$ cat src/rtl/serial_addsub_if.sv
// Handshake and operand/result bundle for the bit-serial adder/subtractor.
// The master side (controller or bench) drives the request and operands.
// The slave side (the serial unit) returns status and the result.
interface serial_addsub_if #(
    parameter int WIDTH = 8
);
    logic             start;
    logic             M;
    logic [WIDTH-1:0] A;
    logic [WIDTH-1:0] B;
    logic             ready;
    logic             busy;
    logic             done;
    logic [WIDTH-1:0] S;
    logic             Ts;
    logic             V;

    modport master (
        output start, M, A, B,
        input  ready, busy, done, S, Ts, V
    );

    modport slave (
        input  start, M, A, B,
        output ready, busy, done, S, Ts, V
    );
endinterface

$ cat src/rtl/serial_addsub.sv
// Bit-serial N-bit adder/subtractor.
// One full adder/subtractor cell is reused over WIDTH clocks, LSB first.
// The carry (M=0) or borrow (M=1) is held in a register between bits.
// Status follows the state: ready in IDLE, busy in RUN, done for the single DONE cycle.
// S/Ts/V hold the last result until the final bit of the next operation is computed.
module serial_addsub #(
    parameter int WIDTH = 8
) (
    input  logic           clk,
    input  logic           rst_n,
    serial_addsub_if.slave bus
);

    localparam int CW = $clog2(WIDTH);
    localparam logic [CW-1:0] LAST = CW'(WIDTH - 1);

    typedef enum logic [1:0] {
        IDLE = 2'd0,
        RUN  = 2'd1,
        DONE = 2'd2
    } stateT;

    stateT state;
    stateT nextState;

    logic [WIDTH-1:0] aSh;
    logic [WIDTH-1:0] bSh;
    logic [WIDTH-1:0] resSh;
    logic [WIDTH-1:0] sReg;
    logic             mode;
    logic             t;
    logic             tsReg;
    logic             vReg;
    logic [CW-1:0]    cnt;

    logic             a0;
    logic             b0;
    logic             sBit;
    logic             tNext;
    logic [WIDTH-1:0] resNext;

    // Single adder/subtractor cell acting on the current operand LSBs and the held carry/borrow.
    always_comb begin
        a0      = aSh[0];
        b0      = bSh[0];
        sBit    = a0 ^ b0 ^ t;
        tNext   = mode ? ((~a0 & b0) | (~a0 & t) | (b0 & t))
                       : ((a0 & b0) | (a0 & t) | (b0 & t));
        resNext = {sBit, resSh[WIDTH-1:1]};
    end

    // State register.
    always_ff @(posedge clk or negedge rst_n) begin
        if (!rst_n) begin
            state <= IDLE;
        end else begin
            state <= nextState;
        end
    end

    // Next-state logic: start is only honoured in IDLE, and DONE always lasts one cycle.
    always_comb begin
        nextState = state;
        case (state)
            IDLE:    if (bus.start) nextState = RUN;
            RUN:     if (cnt == LAST) nextState = DONE;
            DONE:    nextState = IDLE;
            default: nextState = IDLE;
        endcase
    end

    // Datapath: latch operands on acceptance, then shift one bit per RUN cycle and publish the result on the MSB cycle.
    always_ff @(posedge clk or negedge rst_n) begin
        if (!rst_n) begin
            aSh   <= '0;
            bSh   <= '0;
            resSh <= '0;
            sReg  <= '0;
            mode  <= 1'b0;
            t     <= 1'b0;
            tsReg <= 1'b0;
            vReg  <= 1'b0;
            cnt   <= '0;
        end else begin
            case (state)
                IDLE: begin
                    if (bus.start) begin
                        aSh  <= bus.A;
                        bSh  <= bus.B;
                        mode <= bus.M;
                        t    <= 1'b0;
                        cnt  <= '0;
                    end
                end
                RUN: begin
                    aSh   <= aSh >> 1;
                    bSh   <= bSh >> 1;
                    resSh <= resNext;
                    t     <= tNext;
                    if (cnt == LAST) begin
                        sReg  <= resNext;
                        tsReg <= tNext;
                        vReg  <= t ^ tNext;
                    end else begin
                        cnt <= cnt + 1'b1;
                    end
                end
                default: begin
                end
            endcase
        end
    end

    assign bus.ready = (state == IDLE);
    assign bus.busy  = (state == RUN);
    assign bus.done  = (state == DONE);
    assign bus.S     = sReg;
    assign bus.Ts    = tsReg;
    assign bus.V     = vReg;

endmodule

$ cat src/flat_wrapper.sv
// flat-port wrapper written by rule: the top's interface ports become plain ports
module serial_addsub_flat 
#(
    parameter int WIDTH = 8
)
  (clk, rst_n, bus_start, bus_M, bus_A, bus_B, bus_ready, bus_busy, bus_done, bus_S, bus_Ts, bus_V);
  serial_addsub_if #(.WIDTH(WIDTH)) bus_i ();
  input  logic clk;
  input  logic rst_n;
  input wire logic [$bits(bus_i.start)-1:0] bus_start;
  input wire logic [$bits(bus_i.M)-1:0] bus_M;
  input wire logic [$bits(bus_i.A)-1:0] bus_A;
  input wire logic [$bits(bus_i.B)-1:0] bus_B;
  output wire logic [$bits(bus_i.ready)-1:0] bus_ready;
  output wire logic [$bits(bus_i.busy)-1:0] bus_busy;
  output wire logic [$bits(bus_i.done)-1:0] bus_done;
  output wire logic [$bits(bus_i.S)-1:0] bus_S;
  output wire logic [$bits(bus_i.Ts)-1:0] bus_Ts;
  output wire logic [$bits(bus_i.V)-1:0] bus_V;
  assign bus_i.start = bus_start;
  assign bus_i.M = bus_M;
  assign bus_i.A = bus_A;
  assign bus_i.B = bus_B;
  assign bus_ready = bus_i.ready;
  assign bus_busy = bus_i.busy;
  assign bus_done = bus_i.done;
  assign bus_S = bus_i.S;
  assign bus_Ts = bus_i.Ts;
  assign bus_V = bus_i.V;
  serial_addsub #(.WIDTH(WIDTH)) u_core (.clk(clk), .rst_n(rst_n), .bus(bus_i));
endmodule
$ cat config.mk
export PLATFORM = sky130hd
export DESIGN_NAME = serial_addsub_flat
export DESIGN_NICKNAME = d
export VERILOG_FILES = /design/src/rtl/serial_addsub_if.sv /design/src/rtl/serial_addsub.sv /design/src/flat_wrapper.sv
export SDC_FILE = /design/constraint.sdc
export NUM_CORES = 1
export LEC_CHECK = 0
export CAP_MARGIN = 20
export CORE_MARGIN = 4
export CORE_UTILIZATION = 30
export CTS_CLUSTER_DIAMETER = 200
export CTS_CLUSTER_SIZE = 8
export DETAILED_ROUTE_END_ITERATION = 12
export MAX_ROUTING_LAYER = met4
export SYNTH_ARGS = -nofsm -noshare
export SYNTH_HDL_FRONTEND = slang
export SYNTH_SLANG_ARGS = --single-unit
export TNS_END_PERCENT = 10
$ cat constraint.sdc
create_clock -name clk -period 1.5 [get_ports clk]
set_input_delay 0.3 -clock clk [delete_from_list [all_inputs] [get_ports clk]]
set_output_delay 0.3 -clock clk [all_outputs]
set_load 0.02 [all_outputs]
==> summary.txt, run 1 <==
Status
  – Outcome: finished, final reports clean

CTS
  – Total CTS buffers: 5
  – Root buffer cell: sky130_fd_sc_hd__clkbuf_8
  – TritonCTS clock tree: yes
  – H-tree depth: 2
  – Clock-pin slew on the worst setup and hold paths: 0.07 ns
  – Clock tree buffer depth: 2
  – Clock net sink count: 40
  – Clock Latency Late Sink: 0.29 ns

Global route
  – Antenna violations before repair: 0
  – Residual overflow from global routing: 0
  – Wire length of the first global-routing pass: 6.534 mm
  – Combined global-route utilization of all metal layers: 0.1178
  – Number of global-route vias before repair: 1,379
  – Largest net degree at the start of global routing: between 40 and 50

Floorplanning
  – Effective utilization at floorplan: 0.3155
  – Die Outline Area: 7190 um^2
  – Vertical die dimension: ~85 um
  – Core Region: 5608 um^2
  – Number of cell rows: 27
  – IO Pins: 33
  – Width of the die: 84.80 um

Synthesis
  – Yosys top cell by area: sky130_fd_sc_hd__dfrtp_1
  – Post-synthesis average cell area: 9.995 um^2
  – Top flip-flop cell by instance count after synthesis: sky130_fd_sc_hd__dfrtp_1
  – Top post-synthesis cells by count: sky130_fd_sc_hd__nand2_1 (56), sky130_fd_sc_hd__dfrtp_1 (40), sky130_fd_sc_hd__o21ai_0 (17)
  – Yosys cell types: 28
  – Netlist Area Pre-Place: 1769 um^2
  – Post-synthesis sequential area ratio: 0.5658
  – Net Count, Synth: 201
  – Synth async-reset ratio: 1.000
  – Dominant cells by area after synthesis: sky130_fd_sc_hd__dfrtp_1 (57%), sky130_fd_sc_hd__nand2_1 (12%), sky130_fd_sc_hd__a22oi_1 (5.9%)
  – Number of flops mapped to enable cells by yosys: 0
  – Cells after Synth: 177
  – Leading cell type by number of instances after synthesis: sky130_fd_sc_hd__nand2_1
  – Register bit total from synthesis: 40
  – Number of warnings printed during yosys synthesis: 0
  – Proportion of netlist area held by the largest area contributor: 0.5658

Setup path
  – Endpoint required time on the critical path: 1.20 ns
  – Class of the most critical setup path: reg -> out
  – Worst Setup EP: bus_busy
  – Setup crit start: u_core.state[1]
  – Startpoint type of the worst setup path: register
  – Reg-to-reg endpoint: u_core.cnt[2]
  – Worst-path maximum fanout: 6
  – Crit end category: primary output
  – Worst Reg-to-Reg Cells: 5
  – Register-to-register path setup slack: 0.08 ns
  – Crit path arrival time: 1.14 ns
  – Worst R2R Start: u_core.state[1]

Layout
  – Number of antenna diodes: 0
  – Post-route insts no fill: about 300
  – Layout filler cell count: 598
  – Register Area: between 1000 and 1500 um^2
  – Number of nets in the finished design: 248
  – Proportion of layout cells with a drive suffix above 1: 0.1556
  – Area used by multi-input combinational logic: 705.7 um^2
  – Area growth, synth to finish: 34.58%

Place
  – Detailed placer's ending HPWL: approximately 2.6 mm
  – Total of buffers placed on input and output ports: 32
  – Worst Setup Slack post-DPL: -0.1820 ns
  – Placer congestion estimate: 0.7804
  – Placed cell count: 287

Power
  – Power per cell area: 1892 nW/um^2
  – Worst voltage drop across the vdd grid: 597.9 uV
  – Leakage power figure: 0.001135 uW

Timing
  – Maximum frequency from static timing analysis: a little under 700 MHz
  – Headroom to the max-slew limit: 0.7783
  – Setup TNS: 0 ns
  – Worst hold margin: 0.4697 ns
  – Transition time at the pin with the least slew margin: between 0.3 and 0.4 ns
  – Final min period: ~1.4 ns
  – # setup viols final: 0
  – Max Slew Vio Count: 0
  – Share of the clock period used by the worst path: 0.9587
  – Setup slack after layout: 0.06199 ns
  – Unrepaired setup endpoints after global routing: true
  – Hold violation total from the final report: 0
  – Post-Route Skew: 0.004227 ns

Run
  – # Max-Cap Violations: 0

Routing
  – Met1 Routed Length: 1.881 mm
  – Top sig layer: met4
  – Number of remaining DRC errors: 0
  – Met3 routed wirelength: 185 um
  – Routed length per instance: 12.58 um
  – Detailed-routing iteration count for the pre-antenna-repair pass: 5
  – Remaining antenna violation count after routing: 0
  – 1st-iter DRT viols: 58
  – Vias: 1,397
  – Met2 Routed Length: 1.596 mm
  – Vias/cell: between 4 and 5
  – Total length of routed wires: 3.735 mm

Worst hold path
  – Worst hold-check path type: reg -> reg
## routing by layer
layer	vias up	global-route usage
met5	-	-
met4	0	0.05180
met3	5	0.03140
met2	41	0.1658
met1	650	0.1584
li1	701	-
## worst max-delay path: stages, from the launching register on
cell and delay (ns):
sky130_fd_sc_hd__dfrtp_2 0.44, sky130_fd_sc_hd__nand2b_1 0.19, sky130_fd_sc_hd__inv_2 0.07, sky130_fd_sc_hd__buf_2 0.15
## worst min path at each step
stage               startpoint               to  slack (ns)  cells after the start
3_3_place_gp             rst_n  u_core.bus.S[0]        0.29                      2
2_1_floorplan            rst_n    u_core.aSh[0]       0.004                      0
3_5_place_dp             rst_n  u_core.bus.S[0]        0.29                      2
6_report       u_core.bus.S[5]  u_core.bus.S[5]        0.47                      2
4_1_cts        u_core.bus.S[5]  u_core.bus.S[5]        0.48                      2
5_1_grt                  rst_n  u_core.bus.S[6]        0.50                      3
## cells in the final DEF (no fill, tap or decap), types with 2 or more instances in the layout
| master | n |
|---|---|
| sky130_fd_sc_hd__nand2b_1 | 4 |
| sky130_fd_sc_hd__clkdlybuf4s50_1 | 18 |
| sky130_fd_sc_hd__dfrtp_1 | 39 |
| sky130_fd_sc_hd__a21oi_1 | 3 |
| sky130_fd_sc_hd__clkbuf_8 | 7 |
| sky130_fd_sc_hd__buf_6 | 2 |
| sky130_fd_sc_hd__buf_4 | 13 |
| sky130_fd_sc_hd__o31ai_1 | 2 |
| sky130_fd_sc_hd__buf_2 | 3 |
| sky130_fd_sc_hd__a22oi_1 | 14 |
| sky130_fd_sc_hd__mux2i_1 | 2 |
| sky130_fd_sc_hd__nand3b_1 | 2 |
| sky130_fd_sc_hd__mux2_2 | 2 |
| sky130_fd_sc_hd__dlygate4sd2_1 | 10 |
| sky130_fd_sc_hd__nor2_1 | 2 |
| sky130_fd_sc_hd__a22o_1 | 7 |
| sky130_fd_sc_hd__o21ai_0 | 17 |
| sky130_fd_sc_hd__ha_1 | 3 |
| sky130_fd_sc_hd__nand2_1 | 56 |
| sky130_fd_sc_hd__nor2b_1 | 2 |
## layout make-up
| class | instances | share of cell area |
|---|---|---|
| flip-flops and latches | 40 | 0.4209 |
| multi-input cells | 125 | 0.2964 |
| repair buffers | 49 | 0.1865 |
| clock buffers | 7 | 0.04046 |
| well taps | 72 | 0.03784 |
| clock inverters | 1 | 0.01261 |
| inverters | 3 | 0.005255 |
## flip-flops by register name (all words and copies together), names as in the netlist
register,flops
u_core.bus.Ts,1
u_core.bSh,8
u_core.resSh,7
u_core.cnt,3
u_core.bus.S,8
u_core.mode,1
u_core.bus.V,1
u_core.aSh,8
u_core.t,1
u_core.state,2
## cells by family after synthesis
kind of cell,Yosys count,synth area share
AOI/OAI and AO/OA,46,0.1726
xor gates and xnor gates,1,0.004951
adders and majority gates,4,0.02829
buffers and inverters,12,0.03747
DFF,40,0.5658
muxes,4,0.02404
and+or+nand+nor,70,0.1669
## where the power goes
part	total, uW	leakage [uW]	switching, uW	internal (uW)
registers	1800	0.000512	286	1510
logic	1750	0.000558	920	826
clock network	959	0.0000645	371	587
total	4510	0.00114	1580	2930
## metrics by stage
step / total power [uW] / utilization / cell area [um^2]
6_report: 4505 / 0.4246 / 2381
3_5_place_dp: 3666 / 0.4005 / 2246
4_1_cts: 4564 / 0.4248 / 2382
5_1_grt: 4866 / 0.4246 / 2381
3_3_place_gp: 3620 / 0.4005 / 2246
2_1_floorplan: 2933 / - / 1769
## what timing repair did
item	CTS	global route
endpoints found under the setup margin	26	19
pin swaps	0	0
hold endpoints to repair	40	0
buffers inserted	1	0
resized for setup	20	6
hold buffers	1	0
gates cloned	0	0
Note: power is estimated with default switching activity, not from simulation.
==> run 2, diff against run 1 <==
--- a/config.mk
+++ b/config.mk
@@ -6,12 +6,16 @@
 export NUM_CORES = 1
 export LEC_CHECK = 0
 export CAP_MARGIN = 20
+export CELL_PAD_IN_SITES_DETAIL_PLACEMENT = 1
+export CELL_PAD_IN_SITES_GLOBAL_PLACEMENT = 1
 export CORE_MARGIN = 4
 export CORE_UTILIZATION = 30
 export CTS_CLUSTER_DIAMETER = 200
 export CTS_CLUSTER_SIZE = 8
 export DETAILED_ROUTE_END_ITERATION = 12
+export GPL_TIMING_DRIVEN = 0
 export MAX_ROUTING_LAYER = met4
+export PLACE_DENSITY_LB_ADDON = 0.1
 export SYNTH_ARGS = -nofsm -noshare
 export SYNTH_HDL_FRONTEND = slang
 export SYNTH_SLANG_ARGS = --single-unit
==> run 2 against run 1 <==
Register-to-register slack about the same. Cell count is 0.34% lower. Die area unchanged. Clock skew down 0.0017 ns. Largest power group is now combinational logic. Highest routed layer unchanged.
==> summary.txt, run 2 (same netlist as run 1, synthesis figures left out) <==
Floorplanning
  – Vertical die dimension: 84.80 um (unchanged)
  – Die Outline Area: 7190 um^2 (unchanged)
  – IO Pins: 33 (unchanged)
  – Effective utilization at floorplan: 0.3155 (unchanged)
  – Width of the die: 84.80 um (unchanged)
  – Core Region: 5608 um^2 (unchanged)
  – Number of cell rows: 27 (unchanged)

Layout
  – Most frequent standard cell in the layout excluding fill and tap cells: sky130_fd_sc_hd__nand2_1
  – Number of antenna diodes: 0 (unchanged)
  – Layout filler cell count: 656 (+9.7%)
  – Most used cells in the layout excluding fill and tap cells: sky130_fd_sc_hd__nand2_1 (56), sky130_fd_sc_hd__dfrtp_1 (38), sky130_fd_sc_hd__clkdlybuf4s50_1 (18)
  – Final Instance Area: 2379 um^2 (-0.10%)
  – Proportion of layout cells with a drive suffix above 1: 0.1607 (+0.005159)
  – Final standard cell utilization of the core: 0.4241 (-0.0004460)
  – Number of nets in the finished design: 248 (unchanged)
  – Post-route insts no fill: 296 (-0.34%)
  – Area growth, synth to finish: 34.44%

Routing
  – Vias/cell: 4.966 (+5.6%)
  – Routed length per instance: 15.35 um (+22%)
  – Remaining antenna violation count after routing: 0 (unchanged)
  – Total length of routed wires: 4.544 mm (+22%)
  – 1st-iter DRT viols: 41 (-29%)
  – Vias: 1,470 (+5.2%)
  – Detailed-routing iteration count for the pre-antenna-repair pass: 4 (-1)
  – Number of remaining DRC errors: 0 (unchanged)

Timing
  – Hold violation total from the final report: 0 (unchanged)
  – Max Slew Vio Count: 0 (unchanged)
  – # setup viols final: 0 (unchanged)
  – Setup slack after layout: 0.02951 ns (-0.03248 ns)
  – Maximum frequency from static timing analysis: 680.0 MHz (-2.2%)
  – Transition time at the pin with the least slew margin: 0.4033 ns (+0.07335 ns)
  – Unrepaired setup endpoints after global routing: true
  – Final min period: 1.470 ns (+0.03248 ns)
  – Post-Route Skew: 0.002522 ns (-0.001705 ns)
  – Headroom to the max-slew limit: 0.7311 (-0.04721)
  – Share of the clock period used by the worst path: 0.9803 (+0.02166)

Setup path
  – Worst Setup EP: bus_ready
  – Worst R2R Start: u_core.cnt[1]
  – Setup crit start: u_core.state[1]
  – Register-to-register path setup slack: 0.08 ns (about the same)
  – Class of the most critical setup path: reg -> out
  – Worst Reg-to-Reg Cells: 6 (+1)
  – Reg-to-reg endpoint: u_core.bus.V
  – Endpoint required time on the critical path: 1.20 ns (about the same)
  – Worst-path maximum fanout: 10 (+4)
  – Startpoint type of the worst setup path: register
  – Crit path arrival time: 1.17 ns (+0.03 ns)
  – Crit end category: primary output

CTS
  – Clock tree buffer depth: 2 (unchanged)
  – Total CTS buffers: 5 (unchanged)
  – Clock net sink count: 40 (unchanged)
  – Clock-pin slew on the worst setup and hold paths: 0.07 ns (about the same)
  – Root buffer cell: sky130_fd_sc_hd__clkbuf_8
  – H-tree depth: 2 (unchanged)
  – Clock Latency Late Sink: 0.29 ns (about the same)
  – TritonCTS clock tree: yes

Place
  – Area of placed instances: 2195 um^2 (-2.3%)
  – Placed cell count: 282 (-1.7%)
  – Total of buffers placed on input and output ports: 32 (unchanged)
  – Detailed placer's ending HPWL: 3.211 mm (+22%)
  – Worst Setup Slack post-DPL: -0.3398 ns (-0.1578 ns)
  – Placer congestion estimate: 0.7486 (-4.1%)

Worst hold path
  – Worst hold-check path type: reg -> reg
  – Launch point of the worst hold path: u_core.bus.S[4]
  – Worst hold path cell count: 2 (unchanged)

Global route
  – Number of global-route vias before repair: 1,636 (+19%)
  – Residual overflow from global routing: 0 (unchanged)
  – Antenna violations before repair: 0 (unchanged)
  – Combined global-route utilization of all metal layers: 0.1447 (+0.02686)
  – Largest net degree at the start of global routing: 41 (unchanged)
  – Wire length of the first global-routing pass: 8.045 mm (+23%)

Status
  – Outcome: finished, final reports clean

Power
  – Power per cell area: 1885 nW/um^2 (-0.39%)
  – Worst voltage drop across the vdd grid: 528.2 uV (-12%)
  – Leakage power figure: 0.001125 uW (-0.89%)

Run
  – # Max-Cap Violations: 0 (unchanged)
[run 2: report_power, final]
part	internal (uW)	switching (uW)	total [uW]
clock network	410	369	779
registers	1520	328	1850
logic	872	987	1860
[run 2: worst min-delay path by stage]
stage / end / slack, ns
2_1_floorplan: u_core.aSh[0] / 0.004
3_3_place_gp: u_core.bus.S[4] / 0.46
3_5_place_dp: u_core.bus.S[6] / 0.29
4_1_cts: u_core.bus.S[4] / 0.48
5_1_grt: u_core.bus.S[7] / 0.50
6_report: u_core.bus.S[4] / 0.47
[run 2: area by class of cell]
cell class / instances / area [um^2] / share of cell area
Buffer: 8 / 58.81 / 0.02472
Multi-Input combinational cell: 125 / 726.9 / 0.3056
Tap cell: 72 / 90.09 / 0.03787
Sequential cell: 40 / 1003 / 0.4219
Timing Repair Buffer: 41 / 381.6 / 0.1604
Inverter: 3 / 21.27 / 0.008943
Clock buffer: 7 / 96.34 / 0.04051
[run 2: through the flow]
step           TNS (ns)  hold slack [ns]  power (uW)
2_1_floorplan         0         0.004409        2933
3_3_place_gp     -37.32           0.4564        3525
3_5_place_dp     -2.197           0.2932        3672
4_1_cts         -0.5627           0.4770        4455
5_1_grt         -0.1162           0.4974        4869
6_report              0           0.4687        4483
[run 2: worst max-delay path, stage by stage, from the launching register on]
cell and delay [ns]:
sky130_fd_sc_hd__dfrtp_1 0.40, sky130_fd_sc_hd__buf_4 0.18, sky130_fd_sc_hd__nor2_1 0.14, sky130_fd_sc_hd__buf_4 0.16
[run 2: metal layers]
layer | track usage | up-vias | share of wire
li1 | - | 700 | -
met1 | 0.1679 | 734 | 0.43
met2 | 0.2491 | 31 | 0.52
met3 | 0.03435 | 5 | 0.037
met4 | 0.04029 | 0 | 0.0099
met5 | - | - | 0
[run 2: repair_timing]
| item | 4_1_cts | 5_1_grt |
|---|---|---|
| hold buffers | 1 | 0 |
| setup endpoints to repair | 23 | 16 |
| setup buffers | 3 | 4 |
| cloned | 0 | 0 |
| pin swaps | 0 | 1 |
| endpoints found under the hold margin | 40 | 0 |
| gates resized for setup | 32 | 10 |
==> run 3, diff against run 2 <==
--- a/config.mk
+++ b/config.mk
@@ -5,17 +5,17 @@
 export SDC_FILE = /design/constraint.sdc
 export NUM_CORES = 1
 export LEC_CHECK = 0
-export CAP_MARGIN = 20
 export CELL_PAD_IN_SITES_DETAIL_PLACEMENT = 1
 export CELL_PAD_IN_SITES_GLOBAL_PLACEMENT = 1
 export CORE_MARGIN = 4
 export CORE_UTILIZATION = 30
-export CTS_CLUSTER_DIAMETER = 200
+export CTS_CLUSTER_DIAMETER = 30
 export CTS_CLUSTER_SIZE = 8
 export DETAILED_ROUTE_END_ITERATION = 12
 export GPL_TIMING_DRIVEN = 0
 export MAX_ROUTING_LAYER = met4
 export PLACE_DENSITY_LB_ADDON = 0.1
+export SLEW_MARGIN = 20
 export SYNTH_ARGS = -nofsm -noshare
 export SYNTH_HDL_FRONTEND = slang
 export SYNTH_SLANG_ARGS = --single-unit
==> run 3 against run 2 <==
Clock power fell by 1%. Via count rose by 0.34%. First-iteration DRC count fell by 4.9%. Utilization rose by 0.27 points. Critical path depth rose by 1. Critical path type unchanged. Largest power group unchanged.
==> summary.txt, run 3 (same netlist as run 1, synthesis figures left out) <==
Layout
  – Layout filler cell count: 664 (+1.2%)
  – Most used cells in the layout excluding fill and tap cells: sky130_fd_sc_hd__nand2_1 (56), sky130_fd_sc_hd__dfrtp_1 (38), sky130_fd_sc_hd__clkdlybuf4s50_1 (18)
  – Most frequent standard cell in the layout excluding fill and tap cells: sky130_fd_sc_hd__nand2_1
  – Proportion of layout cells with a drive suffix above 1: 0.1600 (-0.0007143)
  – Number of antenna diodes: 0 (unchanged)
  – Area growth, synth to finish: 35.29%
  – Number of nets in the finished design: 249 (+0.40%)

Power
  – Power per cell area: 1877 nW/um^2 (-0.43%)
  – Post-layout power: 4492 uW (+0.20%)
  – Worst voltage drop across the vdd grid: 467.9 uV (-11%)
  – Leakage power figure: 0.001134 uW (+0.80%)

Routing
  – Routed length per instance: 15.34 um (about the same)
  – Vias: 1,475 (+0.34%)
  – Detailed-routing iteration count for the pre-antenna-repair pass: 4 (unchanged)
  – Total length of routed wires: 4.555 mm (+0.24%)
  – Remaining antenna violation count after routing: 0 (unchanged)
  – Vias/cell: 4.966 (about the same)
  – 1st-iter DRT viols: 39 (-4.9%)
  – Number of remaining DRC errors: 0 (unchanged)

Floorplanning
  – Core Region: 5608 um^2 (unchanged)
  – Vertical die dimension: 84.80 um (unchanged)
  – Number of cell rows: 27 (unchanged)
  – Die Outline Area: 7190 um^2 (unchanged)
  – Width of the die: 84.80 um (unchanged)
  – IO Pins: 33 (unchanged)
  – Effective utilization at floorplan: 0.3155 (unchanged)

CTS
  – Total CTS buffers: 5 (unchanged)
  – Root buffer cell: sky130_fd_sc_hd__clkbuf_8
  – Clock net sink count: 40 (unchanged)
  – Clock-pin slew on the worst setup and hold paths: 0.07 ns (about the same)
  – H-tree depth: 2 (unchanged)
  – TritonCTS clock tree: yes
  – Clock Latency Late Sink: 0.29 ns (about the same)
  – Clock tree buffer depth: 2 (unchanged)

Place
  – Detailed placer's ending HPWL: 3.322 mm (+3.5%)
  – Total of buffers placed on input and output ports: 32 (unchanged)
  – Placer congestion estimate: 0.7486 (unchanged)

Setup path
  – Crit path arrival time: 1.17 ns (about the same)
  – Worst-path maximum fanout: 8 (-2)
  – Class of the most critical setup path: reg -> out
  – Endpoint required time on the critical path: 1.20 ns (about the same)
  – Startpoint type of the worst setup path: register
  – Crit end category: primary output

Timing
  – # setup viols final: 0 (unchanged)
  – Headroom to the max-slew limit: 0.6803 (-0.05079)
  – Post-Route Skew: 0.004614 ns (+0.002091 ns)
  – Final min period: 1.475 ns (+0.004168 ns)
  – Maximum frequency from static timing analysis: 678.1 MHz (-0.28%)
  – Max Slew Vio Count: 0 (unchanged)
  – Share of the clock period used by the worst path: 0.9831 (+0.002779)
  – Hold violation total from the final report: 0 (unchanged)
  – Transition time at the pin with the least slew margin: 0.4795 ns (+0.07619 ns)
  – Unrepaired setup endpoints after global routing: true
  – Setup TNS: 0 ns (unchanged)

Worst hold path
  – Worst hold-check path type: reg -> reg

Global route
  – Number of global-route vias before repair: 1,600 (-2.2%)
  – Largest net degree at the start of global routing: 24 (-41%)
  – Antenna violations before repair: 0 (unchanged)
  – Residual overflow from global routing: 0 (unchanged)
  – Wire length of the first global-routing pass: 7.783 mm (-3.3%)
  – Combined global-route utilization of all metal layers: 0.1409 (-0.003750)

Status
  – Outcome: finished, final reports clean

Run
  – # Max-Cap Violations: 0 (unchanged)
run 3: cell types whose count changed in the layout (fill, tap and decap cells not counted), sizes merged:
cell,previous run,this run
buf,19,20
run 3: worst paths after layout:
check / startpoint / endpoint / slack, ns / cells after the start
setup reg to reg: u_core.cnt[1] / u_core.bus.Ts / 0.04 / 5
hold / removal: u_core.bus.S[4] / u_core.bus.S[4] / 0.47 / 2
setup / recovery: u_core.state[1] / bus_busy / 0.03 / 4
hold reg to reg: u_core.bus.S[4] / u_core.bus.S[4] / 0.47 / 2
max in group asynchronous: rst_n / u_core.bSh[0] / 0.50 / 3
min in group asynchronous: rst_n / u_core.aSh[3] / 0.52 / 2
run 3: final cells by class:
class | instances | area, um^2 | share of cell area
plain buffers | 8 | 66.31 | 0.02771
clock buffers | 7 | 96.34 | 0.04025
well taps | 72 | 90.09 | 0.03764
multi-input cells | 125 | 719.4 | 0.3006
inverters | 3 | 21.27 | 0.008887
flip-flops and latches | 40 | 1003 | 0.4192
repair buffers | 42 | 396.6 | 0.1657
run 3: worst max-delay path, cell delays in order (launching register included):
cell and delay (ns):
sky130_fd_sc_hd__dfrtp_1 0.41, sky130_fd_sc_hd__nand2b_1 0.16, sky130_fd_sc_hd__buf_6 0.13, sky130_fd_sc_hd__inv_8 0.06, sky130_fd_sc_hd__buf_6 0.11
run 3: routing by layer:
metal / wire length, um / part of all wire / global-route usage
met1: 1908 / 0.42 / 0.1589
met2: 2411 / 0.53 / 0.2484
met3: 174 / 0.038 / 0.03435
met4: 61 / 0.013 / 0.03741
met5: 0 / 0 / -
run 3: stage by stage:
stage	cells	util	setup slack (ns)	hold slack [ns]	instance area, um^2
2_1_floorplan	177	-	0.002976	0.004409	1769
3_3_place_gp	281	0.3887	-0.8928	0.4564	2180
3_5_place_dp	282	0.3927	-0.3401	0.2792	2202
4_1_cts	292	0.4143	-0.1001	0.4770	2323
5_1_grt	297	0.4268	-0.03980	0.4975	2394
6_report	297	0.4268	0.02534	0.4667	2394
run 3: what timing repair did:
action,CTS,global route
endpoints found under the setup margin,23,16
pin swaps,0,2
hold endpoints to repair,17,0
hold buffers,1,0
resized for setup,32,11
setup buffers,3,5
run 3: report_power, final:
group	total, uW	internal, uW	switching (uW)
Clock	771	410	362
Sequential	1850	1520	331
Combinational	1870	887	985
